==> src/rtl/fetch_pkg.sv <==
`default_nettype none
// ============================================================================
// Module      : fetch_pkg
// Description : Shared types and constants for the instruction fetch queue.
// Revision    : 1.0 - initial release
// ============================================================================
package fetch_pkg;

   localparam int INSTR_W = 32;
   localparam int PC_STEP = 4;

   localparam logic [INSTR_W-1:0] NOP_INSTR = 32'h0000_0000;

   // One buffered fetch: the instruction word and the address it came from
   typedef struct packed {
      logic [INSTR_W-1:0] instr;
      logic [INSTR_W-1:0] pc;
   } fetch_entry_t;

endpackage
`default_nettype wire

==> src/rtl/fetch_fifo.sv <==
`default_nettype none
// ============================================================================
// Module      : fetch_fifo
// Description : Circular buffer of fetch entries with flush. The head entry is
//               presented combinationally and stays put until popped.
// Revision    : 1.0 - initial release
// ============================================================================
module fetch_fifo
   import fetch_pkg::*;
#(
   parameter int DEPTH = 4
) (
   input  logic                     clk,
   input  logic                     reset_n,
   input  logic                     flush,
   input  logic                     push,
   input  fetch_entry_t             push_data,
   input  logic                     pop,
   output fetch_entry_t             head,
   output logic                     full,
   output logic                     empty,
   output logic [$clog2(DEPTH):0]   count
);

   localparam int c_AW = $clog2(DEPTH);

   fetch_entry_t    r_mem [DEPTH];
   logic [c_AW-1:0] r_wr_ptr;
   logic [c_AW-1:0] r_rd_ptr;
   logic [c_AW:0]   r_count;

   // Pointer and occupancy tracking; flush and reset both empty the queue
   always_ff @(posedge clk) begin
      if (!reset_n || flush) begin
         r_wr_ptr <= '0;
         r_rd_ptr <= '0;
         r_count  <= '0;
      end else begin
         if (push) r_wr_ptr <= r_wr_ptr + 1'b1;
         if (pop)  r_rd_ptr <= r_rd_ptr + 1'b1;
         case ({push, pop})
            2'b10:   r_count <= r_count + 1'b1;
            2'b01:   r_count <= r_count - 1'b1;
            default: r_count <= r_count;
         endcase
      end
   end

   // Storage array; contents need no reset since count gates visibility
   always_ff @(posedge clk) begin
      if (reset_n && !flush && push) begin
         r_mem[r_wr_ptr] <= push_data;
      end
   end

   assign head  = r_mem[r_rd_ptr];
   assign count = r_count;
   assign empty = (r_count == '0);
   assign full  = (r_count == (c_AW+1)'(DEPTH));

endmodule
`default_nettype wire

==> src/rtl/instr_fetch_queue.sv <==
`default_nettype none
// ============================================================================
// Module      : instr_fetch_queue
// Description : Fetch stage. Owns the PC, issues reads to a 1-cycle synchronous
//               instruction memory, buffers responses with their PCs and hands
//               them to decode over valid/ready. Redirect flushes everything.
//               Optional same-cycle bypass of an empty queue: FETCHQ_BYPASS_EN.
// Revision    : 1.0 - initial release
// ============================================================================
module instr_fetch_queue
   import fetch_pkg::*;
#(
   parameter int         n        = 32,
   parameter int         DEPTH    = 4,
   parameter logic [n-1:0] RESET_PC = '0
) (
   input  logic         clk,
   input  logic         reset_n,
   output logic         imem_req,
   output logic [n-1:0] imem_addr,
   input  logic [n-1:0] imem_rdata,
   input  logic         redirect,
   input  logic [n-1:0] redirect_pc,
   output logic         out_valid,
   input  logic         out_ready,
   output logic [n-1:0] out_instr,
   output logic [n-1:0] out_pc
);

   localparam int c_CW = $clog2(DEPTH) + 1;

   logic [n-1:0]   r_pc;
   logic           r_inflight;
   logic [n-1:0]   r_rsp_pc;
   fetch_entry_t   r_last;

   logic [c_CW-1:0] w_count;
   logic [c_CW:0]   w_occ;
   logic            w_empty;
   logic            w_full;
   fetch_entry_t    w_head;
   fetch_entry_t    w_rsp;
   fetch_entry_t    w_out;
   logic            w_issue;
   logic            w_live;
   logic            w_byp;
   logic            w_push;
   logic            w_pop;
   logic            w_unused_bits;

   // Low address bits of a redirect target are dropped (word alignment)
   assign w_unused_bits = ^redirect_pc[1:0];

   // Queue plus in-flight slot must never exceed capacity; a same-cycle pop
   // earns no credit so the issue path stays independent of out_ready
   assign w_occ    = {1'b0, w_count} + {{c_CW{1'b0}}, r_inflight};
   assign w_issue  = reset_n & ~redirect & (w_occ < (c_CW+1)'(DEPTH));
   assign imem_req  = w_issue;
   assign imem_addr = r_pc;

   // A response is live when its request was issued and no redirect kills it
   assign w_live      = r_inflight & ~redirect;
   assign w_rsp.instr = imem_rdata;
   assign w_rsp.pc    = r_rsp_pc;

`ifdef FETCHQ_BYPASS_EN
   assign w_byp = w_live & w_empty;
`else
   assign w_byp = 1'b0;
`endif

   assign out_valid = (~w_empty | w_byp) & ~redirect;
   assign w_out     = ~w_empty ? w_head : (w_byp ? w_rsp : r_last);
   assign out_instr = w_out.instr;
   assign out_pc    = w_out.pc;

   assign w_pop  = ~w_empty & out_valid & out_ready;
   assign w_push = w_live & ~w_full & ~(w_byp & out_ready);

   // PC, in-flight flag and response PC bookkeeping
   always_ff @(posedge clk) begin
      if (!reset_n) begin
         r_pc       <= RESET_PC;
         r_inflight <= 1'b0;
         r_rsp_pc   <= '0;
      end else if (redirect) begin
         r_pc       <= {redirect_pc[n-1:2], 2'b00};
         r_inflight <= 1'b0;
      end else begin
         r_inflight <= w_issue;
         if (w_issue) begin
            r_pc     <= r_pc + n'(PC_STEP);
            r_rsp_pc <= r_pc;
         end
      end
   end

   // Remember the last presented entry so outputs hold while the queue is empty
   always_ff @(posedge clk) begin
      if (!reset_n) begin
         r_last.instr <= NOP_INSTR;
         r_last.pc    <= '0;
      end else if (out_valid) begin
         r_last <= w_out;
      end
   end

   fetch_fifo #(
      .DEPTH (DEPTH)
   ) u_fifo (
      .clk       (clk),
      .reset_n   (reset_n),
      .flush     (redirect),
      .push      (w_push),
      .push_data (w_rsp),
      .pop       (w_pop),
      .head      (w_head),
      .full      (w_full),
      .empty     (w_empty),
      .count     (w_count)
   );

endmodule
`default_nettype wire

==> config.mk <==
export PLATFORM = sky130hd
export DESIGN_NAME = instr_fetch_queue
export DESIGN_NICKNAME = d
export VERILOG_FILES = /design/src/rtl/fetch_pkg.sv /design/src/rtl/fetch_fifo.sv /design/src/rtl/instr_fetch_queue.sv
export SDC_FILE = /design/constraint.sdc
export NUM_CORES = 1
export LEC_CHECK = 0
export ABC_AREA = 1
export CAP_MARGIN = 20
export CELL_PAD_IN_SITES_DETAIL_PLACEMENT = 1
export CELL_PAD_IN_SITES_GLOBAL_PLACEMENT = 1
export CORE_MARGIN = 10
export CORE_UTILIZATION = 48
export CTS_CLUSTER_SIZE = 24
export DETAILED_ROUTE_END_ITERATION = 10
export PLACE_DENSITY_LB_ADDON = 0.2
export SYNTH_ARGS = -nofsm -noshare
export SYNTH_HDL_FRONTEND = slang
export SYNTH_SLANG_ARGS = --single-unit
==> constraint.sdc <==
create_clock -name clk -period 11.8 [get_ports clk]
set_input_delay 2.36 -clock clk [delete_from_list [all_inputs] [get_ports clk]]
set_output_delay 2.36 -clock clk [all_outputs]
set_load 0.01 [all_outputs]
# Yosys cells after proc, flatten, opt, wreduce, memory -nomap -nowiden
# Memory sizes are Yosys's and may differ from the RTL's. A register that Yosys moved wholly into a read port is not among the register bits.
# Index checks and enable logic that the tools add are counted.
# word_totals
mem_count	1
wordCells	49
mem_bits_rw	256
reg_bits	136
in_bits	68
# op_classes
n_bitwise	11
n_eq_ne	3
n_mux	8
n_lt_le_gt_ge	1
n_reduce_logical	10
add_sub_neg	6
# memory_table
memory	words	width	read_ports	rd_ports_with_merged_regs	wr	line	source
u_fifo.r_mem	4	64	1	1	1	fetch_fifo.sv:27	fetch_entry_t r_mem [DEPTH];
# op_table
op	count
32-bit 2-to-1 mux	2
64-bit 2-to-1 mux	1
32-bit by 3-bit adder with 32-bit output (second input constant)	1
1-bit AND	7
3-bit case mux with 2 select lines	1
2-bit by 1-bit adder with 2-bit output (second input constant)	2
3-bit by 1-bit adder with 4-bit output	1
4-bit by 3-bit < comparator with 1-bit output (second input constant)	1
2-bit 2-to-1 mux	2
1-bit NOT	4
2-bit nonzero test	2
3-bit by 1-bit adder with 3-bit output (second input constant)	1
3-bit equality test (second input constant)	1
3-bit logical NOT	1
3-bit by 1-bit subtractor with 3-bit output (second input constant)	1
2-bit by 1-bit equality test with 1-bit output (second input constant)	1
2-bit equality test (second input constant)	1
1-bit logical AND	2
1-bit logical NOT	2
1-bit 2-to-1 mux	2
2-bit AND reduction	1
2-bit OR reduction	1
1-bit logical OR	1

# Depth between registers and ports, before layout
# Gate-level depths: netlist of the first run.
# depth
word_depth	7
depth_mapped	14

# Hierarchy
# Synthesis of the first run repeated with hierarchy kept, for this count alone.
# unflattened
hier_cells	1629
area_unflattened_um2	16141.7
# by_module_without_submodules
module	instances	seq_area_each_um2	area_per_inst_um2	cells_per_inst
fetch_fifo	1	7867.5	9947.0	679
instr_fetch_queue	1	2502.4	6194.7	950

# Worst setup path before layout of the first run
# OpenSTA, ideal clock, no wires.
# synth_path
kind	input port to flip-flop
start	input redirect
end	memory u_fifo.r_mem[0][10] (netlist name) (enable)
t_arrival_ps	5575
cell_stages	5
path_slack_ps	5743
t_required_ps	11318
setup_time_ps	482
n_path_buf	2
path_cell_list	buf_2 > clkbuf_1 > nor2_1 > nand2_1 > nor2_1
# synth_between
elab_chain_cells	6
# synth_lines
item	line	source
from (decl)	instr_fetch_queue.sv:22	input logic redirect,
1-bit NOT (no line)	n/a	
1-bit AND	instr_fetch_queue.sv:62	assign w_live = r_inflight & ~redirect;
1-bit AND	instr_fetch_queue.sv:78	assign w_push = w_live & ~w_full & ~(w_byp & out_ready);
1-bit logical AND *	fetch_fifo.sv:51	if (reset_n && !flush && push) begin
1-bit 2-to-1 mux *	fetch_fifo.sv:51	
1-bit 2-to-1 mux (implied by the code) *	fetch_fifo.sv:52	r_mem[r_wr_ptr] <= push_data;
to (decl)	fetch_fifo.sv:27	
# Mark *: on every way between the ends. The rest lies on a longest branch, timed or not.

# Worst setup path in the final report of the first run
# layout_path
start	input redirect
end	output out_valid
# layout_between
elab_chain_cells	2
# layout_lines
item	line	source
1-bit NOT (no line)	n/a	
1-bit AND	instr_fetch_queue.sv:72	assign out_valid = (~w_empty | w_byp) & ~redirect;
to (decl)	instr_fetch_queue.sv:24	output logic out_valid,
# No other way between the ends.

==> out/metrics.cfg, run 1 <==
[sta]
tightest_slew_ps=1103
min_period_ps=6978
finalCritPeriodShare_pct=59.14
setup_viol=0
hold_viol_final=0
max_freq_mhz=143.3
slew_headroom_pct=26.49
rsz0062_at_grt=false
tns_ps=0
drv_slew=0
fin_skew_ps=11.63

[floorplanning]
core_area_mm2=0.03180
ios=166
rows=65
fp.dieH_um=200.0
die_w_um=200.0
dieArea_mm2=0.03999
start_util_pct=48.90

[synthesis]
synth_area_per_cell_um2=10.23
ys_types=32
netlist_instances=1520
netlist_area_mm2=0.01555
yosysSeqAreaShare_pct=65.15
synth_edf_count=248
ys_warn_count=0
async_flop_share_pct=0
synth-seq-cells=382
synthFlopType=edfxtp_1

[cts]
clock_path_buffers=3
cts_resized=0
hold_buffers=0
cts_made_buffers=41
worstSkewPairLatency_ps=520
clock-sinks=382
tritoncts=done
root_buffer=clkbuf_16
htreeDepth=2
postCtsSetupRepairBufs=0
clkSlewWorstSetupHoldPaths_ps=60

[place]
hpwl_um=25830
port_buffers=161
gp_congestion=0.8036

[critical_path]
start_kind=primary input
critical_path.endpoint_type=primary output
crit_chain=clkdlybuf4s50_1 -> buf_4 -> inv_2 -> nand2_1 -> clkinv_2 -> clkdlybuf4s50_1
cpPeakStageDelay_ps=660
worstSetupPathType=primary input to primary output
worstPathArrival_ps=4620
crit_family=buffers and inverters
critPathSlowestCell=clkdlybuf4s50_1
cp_common_cell=clkdlybuf4s50_1
crit_fanout=37
crit_required_ps=9440
crit_buf_inv=5

[detailed_routing]
drt-total-wl_um=43500
wl_per_cell_um=20.67
num_vias=11780
drtIter0Drc=771
ant_nets=0
drcViolationCount=0
dr.pass1.iters=5
via_per_inst=5.596

[cells_and_area]
layout.nets=1714
antennaDiodeCount=0
fillCellCount=3397
fin_util_pct=58.80
drive_above_1_share_pct=5.273
syn_to_final_growth_pct=20.25

[global_route]
grt_overflow=0
track_usage_pct=21.36
grt_pass1_vias=12260
grt_pass1_wl_um=67230
grt_max_degree=101
antenna_found_initial=1

[pwr]
power_density_mw_per_mm2=153.2
irDropWorstVdd_mv=0.08841
p_leak_nw=6.770

[run]
cap_violations=0

[status]
outcome=complete, no violations

[min_path]
hold_class=flip-flop to flip-flop

-- registers in the layout, summed over array words and instances (netlist names), named ones only --
signal / count
imem_addr: 30
r_inflight: 1
r_last: 64
r_rsp_pc: 30
u_fifo.count: 3
u_fifo.r_mem: 248
u_fifo.r_rd_ptr: 2
u_fifo.r_wr_ptr: 2
-- worst register-to-register path: cells and delay by family, from the launching register on --
kind | cells | cell delay (ps)
buffers and inverters | 3 | 1390
AO/OA/AOI/OAI | 2 | 490
AND/OR/NAND/NOR | 2 | 370
flip-flops | 1 | 360
-- logic make-up (layout without fill, tap and decap cells) --
group	after synthesis	in the layout	synth area share [%]
buffers and inverters	185	333	4.917
flip-flops	382	382	65.15
adder cells (fa/ha/maj)	7	7	0.6116
AND/OR/NAND/NOR	547	547	14.14
AO/OA/AOI/OAI	390	390	14.71
other	1	2	0.02412
XOR/XNOR	8	8	0.4506
-- per-layer routing --
| metal | up-vias | GRT usage (%) | part of all wire (%) | routed length (µm) |
|---|---|---|---|---|
| li1 | 5535 | - | - | - |
| met1 | 5884 | 28.02 | 44 | 19050 |
| met2 | 290 | 36.40 | 49 | 21370 |
| met3 | 64 | 3.232 | 5.2 | 2242 |
| met4 | 2 | 5.300 | 1.9 | 826 |
| met5 | - | 0 | 0.023 | 10 |
-- worst paths after layout --
check         endpoint            start  slack [ps]  depth (start not counted)
max          out_valid         redirect        4820                          6
min          r_last[1]        r_last[1]         450                          2
max reg2reg  r_last[3]  u_fifo.count[2]        9110                          7
min reg2reg  r_last[1]        r_last[1]         450                          2
-- where the power goes --
| group | total, mW | internal, mW | switching (mW) |
|---|---|---|---|
| sequential | 1.47 | 1.44 | 0.0245 |
| combinational | 0.150 | 0.0661 | 0.0836 |
| clock | 1.25 | 0.752 | 0.495 |
-- cell usage after synthesis, types with 2 or more instances --
cell type | n | area (µm²)
a32o_1 | 62 | 620.6
a22oi_1 | 2 | 15.01
dfxtp_1 | 134 | 2683
clkbuf_1 | 50 | 187.7
o21ai_0 | 154 | 770.7
xor2_1 | 8 | 70.07
inv_1 | 80 | 300.3
buf_2 | 36 | 180.2
a21oi_1 | 156 | 780.8
ha_1 | 6 | 75.07
inv_2 | 6 | 22.52
nor3_1 | 17 | 85.08
buf_4 | 6 | 45.04
nand3_1 | 46 | 230.2
nor2_1 | 100 | 375.4
nand2_1 | 371 | 1393
nand4_1 | 4 | 25.02
buf_1 | 6 | 22.52
o21ai_1 | 7 | 35.03
nor2_2 | 2 | 12.51
edfxtp_1 | 248 | 7447
nand3b_1 | 2 | 15.01
a31oi_1 | 2 | 12.51
a211oi_1 | 7 | 52.55
-- placed cells by master, fill, tap and decap left out, drive strengths merged --
cell type	n
nor2	104
a211oi	7
buf	13
a31oi	2
edfxtp	248
o21ai	161
inv	83
a22oi	2
nand4	4
a21oi	156
clkdlybuf4s50	160
nor3	17
nand3	47
fa	1
dfxtp	134
clkinv	15
conb	2
clkbuf	58
bufinv	4
nand3b	2
or2	1
nand2	371
xor2	8
ha	6
a32o	62
nor3b	1
-- layout make-up --
class                   instances  area (µm²)  share of cell area [%]
clock inverters                15       170.2                  0.9101
well taps                     435       544.3                   2.911
repair buffers                173        1697                   9.074
flip-flops and latches        382       10130                   54.20
multi-input cells             954        4688                   25.08
inverters                      87       334.1                   1.787
clock buffers                  58        1130                   6.043
-- per-stage QoR --
| step | total power, mW | hold slack [ps] | area [µm²] | setup WS [ps] | cells |
|---|---|---|---|---|---|
| 2_1_floorplan | 1.558 | 424.6 | 15550 | 5743 | 1521 |
| 3_3_place_gp | 1.637 | 434.4 | 17400 | 4839 | 2031 |
| 3_5_place_dp | 1.644 | 445.2 | 17400 | 4804 | 2031 |
| 4_1_cts | 2.888 | 454.4 | 18700 | 4791 | 2104 |
| 5_1_grt | 2.955 | 479.3 | 18700 | 4663 | 2104 |
| 6_report | 2.864 | 450.4 | 18700 | 4822 | 2104 |
Power figures use the tool's default switching activity.
==> run 2: changes to the inputs <==
--- a/config.mk
+++ b/config.mk
@@ -10,7 +10,7 @@
 export CELL_PAD_IN_SITES_DETAIL_PLACEMENT = 1
 export CELL_PAD_IN_SITES_GLOBAL_PLACEMENT = 1
 export CORE_MARGIN = 10
-export CORE_UTILIZATION = 48
+export CORE_UTILIZATION = 40
 export CTS_CLUSTER_SIZE = 24
 export DETAILED_ROUTE_END_ITERATION = 10
 export PLACE_DENSITY_LB_ADDON = 0.2
==> constraint.sdc (replaced) <==
create_clock -name clk -period 5.7 [get_ports clk]
set_input_delay 1.14 -clock clk [delete_from_list [all_inputs] [get_ports clk]]
set_output_delay 1.14 -clock clk [all_outputs]
set_load 0.01 [all_outputs]
==> out/metrics.cfg, run 2 (synthesis gave the netlist of run 1 again) <==
[floorplanning]
fp.dieH_um=217.2
start_util_pct=40.33
ios=166
die_w_um=217.2
core_area_mm2=0.03856
rows=72
dieArea_mm2=0.04716

[cells_and_area]
final_cell_mix=371 x nand2_1, 248 x edfxtp_1, 160 x clkdlybuf4s50_1
drive_above_1_share_pct=5.658
final-seq-area_mm2=0.01013
largest_reg_flops=248
top_register=u_fifo.r_mem
top_regs=u_fifo.r_mem: 248 flops, r_last: 64 flops
syn_to_final_growth_pct=21.37
final_common_cell=nand2_1
layout.nets=1721
fillCellCount=4326
multi_input_area_mm2=0.004688
design_area_mm2=0.01887

[cts]
tritoncts=done
clock_path_buffers=3
cts_resized=0
worstSkewPairLatency_ps=530
clkSlewWorstSetupHoldPaths_ps=60
htreeDepth=2
postCtsSetupRepairBufs=0
root_buffer=clkbuf_16
clock-sinks=382
cts_made_buffers=41
hold_buffers=0

[pwr]
power_density_mw_per_mm2=315.1
p_sw_mw=1.280
p_int_mw=4.666
seqPwrFrac_pct=51.1
pwr-share-clk_pct=43.8
totalPowerFinal_mw=5.946
power_frac_comb_pct=5.1
p_leak_nw=6.805
irDropWorstVdd_mv=0.1675
switching_share_pct=21.53

[sta]
whs_ps=445.4
fin_skew_ps=18.34
drv_slew=0
hold_viol_final=0
tightest_slew_ps=1017
max_freq_mhz=216.2
min_period_ps=4626
tns_ps=0
finalCritPeriodShare_pct=81.16
slew_headroom_pct=32.17
rsz0062_at_grt=false
setup_viol=0
worst_slack_ps=1074

[critical_path]
crit_required_ps=4560
worstPathArrival_ps=3490
worst-r2r-setup-slack_ps=3120
reg2reg_to=u_fifo.count[2]
crit_fanout=68
start_kind=flip-flop
r2r_start=u_fifo.count[2]
critical_path.endpoint_type=primary output
r2r_cells=13
worstSetupPathType=flip-flop to primary output

[min_path]
hold_end=r_last[0]
hold_class=flip-flop to flip-flop
whs_path_depth=2
worstHoldStart=r_last[0]

[detailed_routing]
drt-total-wl_um=42360
drtIter0Drc=585
dr.pass1.iters=4
num_vias=11460
wl_per_cell_um=19.27
via_per_inst=5.213
ant_nets=0
drcViolationCount=0

[global_route]
grt_pass1_vias=12080
track_usage_pct=17.67
grt_overflow=0
antenna_found_initial=1
grt_pass1_wl_um=67160
grt_max_degree=86

[place]
hpwl_um=26860
place_area_mm2=0.01756
place_ws_ps=1536
port_buffers=161
gp_congestion=0.7780

[run]
cap_violations=0

[status]
outcome=complete, no violations

==> run 2: through the flow <==
step,instances,util [%]
after global placement,2121,45.53
after CTS,2197,48.94
final,2198,48.95
after global routing,2197,48.94
after floorplan,1521,-
after detailed placement,2121,45.53
==> run 2: metal layers <==
metal | share of wire [%] | wire length [µm] | vias up | GRT usage (%)
met5 | 0 | 0 | - | 0
met1 | 46 | 19320 | 5667 | 22.98
met3 | 4.4 | 1846 | 45 | 3.356
met2 | 49 | 20610 | 190 | 30.07
li1 | - | - | 5557 | -
met4 | 1.4 | 583 | 0 | 3.752
==> run 2: how the worst max path moves through the flow <==
| stage | startpoint | endpoint |
|---|---|---|
| 2_1_floorplan | redirect | u_fifo.r_mem[0][10] |
| 3_3_place_gp | redirect | out_valid |
| 3_5_place_dp | flip-flop | out_instr[11] |
| 4_1_cts | flip-flop | out_instr[11] |
| 5_1_grt | flip-flop | out_instr[11] |
| 6_report | flip-flop | out_instr[11] |
==> run 2: layout make-up <==
cell class | instances | area share [%]
timing repair buffer | 180 | 9.269
clock buffer | 59 | 6.073
multi-input combinational | 954 | 24.84
clock inverter | 17 | 0.8818
inverter | 87 | 1.790
sequential | 382 | 53.70
antenna | 1 | 0.01326
tap | 518 | 3.434
==> run 2: worst max-delay path, cell delays in order, from the launching register on <==
cell	delay, ps
dfxtp_4	550
inv_4	640
buf_4	450
nand2_1	130
a32o_1	260
o21ai_0	270
clkdlybuf4s50_1	610
==> run 2: power groups by stage <==
| stage | registers [mW] | clock network, mW | logic, mW |
|---|---|---|---|
| floorplan | 3.08 | 0 | 0.143 |
| global placement | 3.09 | 0 | 0.301 |
| detailed placement | 3.10 | 0 | 0.308 |
| CTS | 3.04 | 2.66 | 0.311 |
| global route | 3.04 | 2.79 | 0.339 |
| finish | 3.04 | 2.60 | 0.305 |
==> run 3: changes to the inputs <==
==> constraint.sdc (replaced) <==
create_clock -name clk -period 3.9 [get_ports clk]
set_input_delay 0.78 -clock clk [delete_from_list [all_inputs] [get_ports clk]]
set_output_delay 0.78 -clock clk [all_outputs]
set_load 0.01 [all_outputs]
==> out/metrics.cfg, run 3 (synthesis gave the netlist of run 1 again) <==
[sta]
tightest_slew_ps=850.8
whs_ps=444.6
max_freq_mhz=274.6
slew_headroom_pct=43.28
fin_skew_ps=13.31
setup_viol=0
finalCritPeriodShare_pct=93.36
drv_slew=0
min_period_ps=3641
rsz0062_at_grt=false
hold_viol_final=0

[critical_path]
crit_buf_inv=3
start_kind=flip-flop
reg2reg_to=u_fifo.count[2]
cpPeakStageDelay_ps=650
crit_fanout=30
critical_path.endpoint_type=primary output
worst-r2r-setup-slack_ps=1550
crit_family=buffers and inverters
r2r_cells=13
r2r_start=u_fifo.count[2]
critPathSlowestCell=clkdlybuf4s50_1
crit_required_ps=3120
path_depth=6
worstSetupPathType=flip-flop to primary output
crit_chain=inv_4 -> buf_4 -> nand2_1 -> a32o_1 -> o21ai_0 -> clkdlybuf4s50_1
worstPathArrival_ps=2860

[min_path]
hold_class=flip-flop to flip-flop
hold_end=r_last[1]
whs_path_depth=2
worstHoldStart=r_last[1]

[floorplanning]
core_area_mm2=0.03856
start_util_pct=40.33
die_w_um=217.2
rows=72
fp.dieH_um=217.2
dieArea_mm2=0.04716
ios=166

[cells_and_area]
largest_reg_flops=248
final_common_cell=nand2_1
top_register=u_fifo.r_mem
layout.nets=1729
drive_above_1_share_pct=6.576
antennaDiodeCount=0
syn_to_final_growth_pct=22.67
top_regs=u_fifo.r_mem: 248 flops, r_last: 64 flops
fin_util_pct=49.47
fin_cells=2206
final_cell_mix=371 x nand2_1, 248 x edfxtp_1, 160 x clkdlybuf4s50_1
design_area_mm2=0.01907

[cts]
htreeDepth=2
worstSkewPairLatency_ps=540
cts_made_buffers=42
tritoncts=done
clock-sinks=382
clock_path_buffers=3
root_buffer=clkbuf_16
clkSlewWorstSetupHoldPaths_ps=60
hold_buffers=0

[pwr]
p_sw_mw=1.887
switching_share_pct=21.49
pwr-share-clk_pct=44.3
seqPwrFrac_pct=50.6
power_frac_comb_pct=5.2
p_leak_nw=6.899
power_density_mw_per_mm2=460.4
irDropWorstVdd_mv=0.2302
p_int_mw=6.894

[detailed_routing]
via_per_inst=5.236
dr.pass1.iters=5
drt-total-wl_um=42050
wl_per_cell_um=19.06
drcViolationCount=0
drtIter0Drc=628
num_vias=11550
ant_nets=0

[status]
outcome=complete, no violations

[place]
gp_congestion=0.7925
port_buffers=161
dp.cells=2128
hpwl_um=26330
place_area_mm2=0.01768

[global_route]
track_usage_pct=17.64
antenna_found_initial=0
grt_pass1_vias=12210
grt_overflow=0
grt_pass1_wl_um=67230
grt_max_degree=67

[run]
cap_violations=0

run 3: cell count changes in the layout (fill, tap and decap cells not counted), sizes merged, moves of 2 or more:
cell    change
clkinv      +3
buf         +7
clkbuf      +2
bufinv      -2
inv         -2
run 3: area by class of cell:
type / count / area [µm²]
sequential: 382 / 10130
multi-input combinational: 954 / 4688
tap: 518 / 648.1
inverter: 87 / 340.3
clock buffer: 61 / 1266
fill: 4275 / 19480
clock inverter: 17 / 116.4
timing repair buffer: 187 / 1881
run 3: timing repair:
action,CTS,global route
gates resized for setup,0,2
endpoints found under the setup margin,0,1
setup buffers,0,0
run 3: power by group through the flow:
stage                     Clock, mW  Sequential [mW]  Combinational [mW]
after floorplan                   0             4.51               0.208
after global placement            0             4.52               0.447
after detailed placement          0             4.52               0.457
after CTS                      3.99             4.44               0.461
after global routing           4.16             4.45               0.504
final                          3.89             4.44               0.453
run 3: stage by stage:
step / power [mW] / TNS (ps) / worst slack (ps)
after floorplan: 4.715 / -143070 / -576.9
after global placement: 4.967 / 0 / 723.2
after detailed placement: 4.982 / 0 / 640.9
after CTS: 8.888 / 0 / 72.64
after global routing: 9.111 / 0 / 76.57
final: 8.781 / 0 / 259.0
run 3: worst max-delay path by stage:
stage / from / endpoint / slack, ps
after detailed placement: flip-flop / out_pc[4] / 640
after global placement: redirect / imem_req / 720
after global routing: flip-flop / out_instr[20] / 80
after floorplan: redirect / u_fifo.r_mem[0][10] / -580
final: flip-flop / out_pc[12] / 260
after CTS: flip-flop / out_pc[4] / 70
run 3: routing by layer:
metal | up-vias | wire length, µm | global-route usage (%)
met5 | - | 0 | 0
met4 | 0 | 673 | 4.008
met3 | 52 | 1492 | 3.065
met2 | 170 | 20620 | 30.38
met1 | 5752 | 19260 | 22.71
li1 | 5577 | - | -
run 3: tightest hold or removal path, stage by stage (launching register included):
cell and delay, ps:
dfxtp_1 290, inv_1 60, nor3_1 50
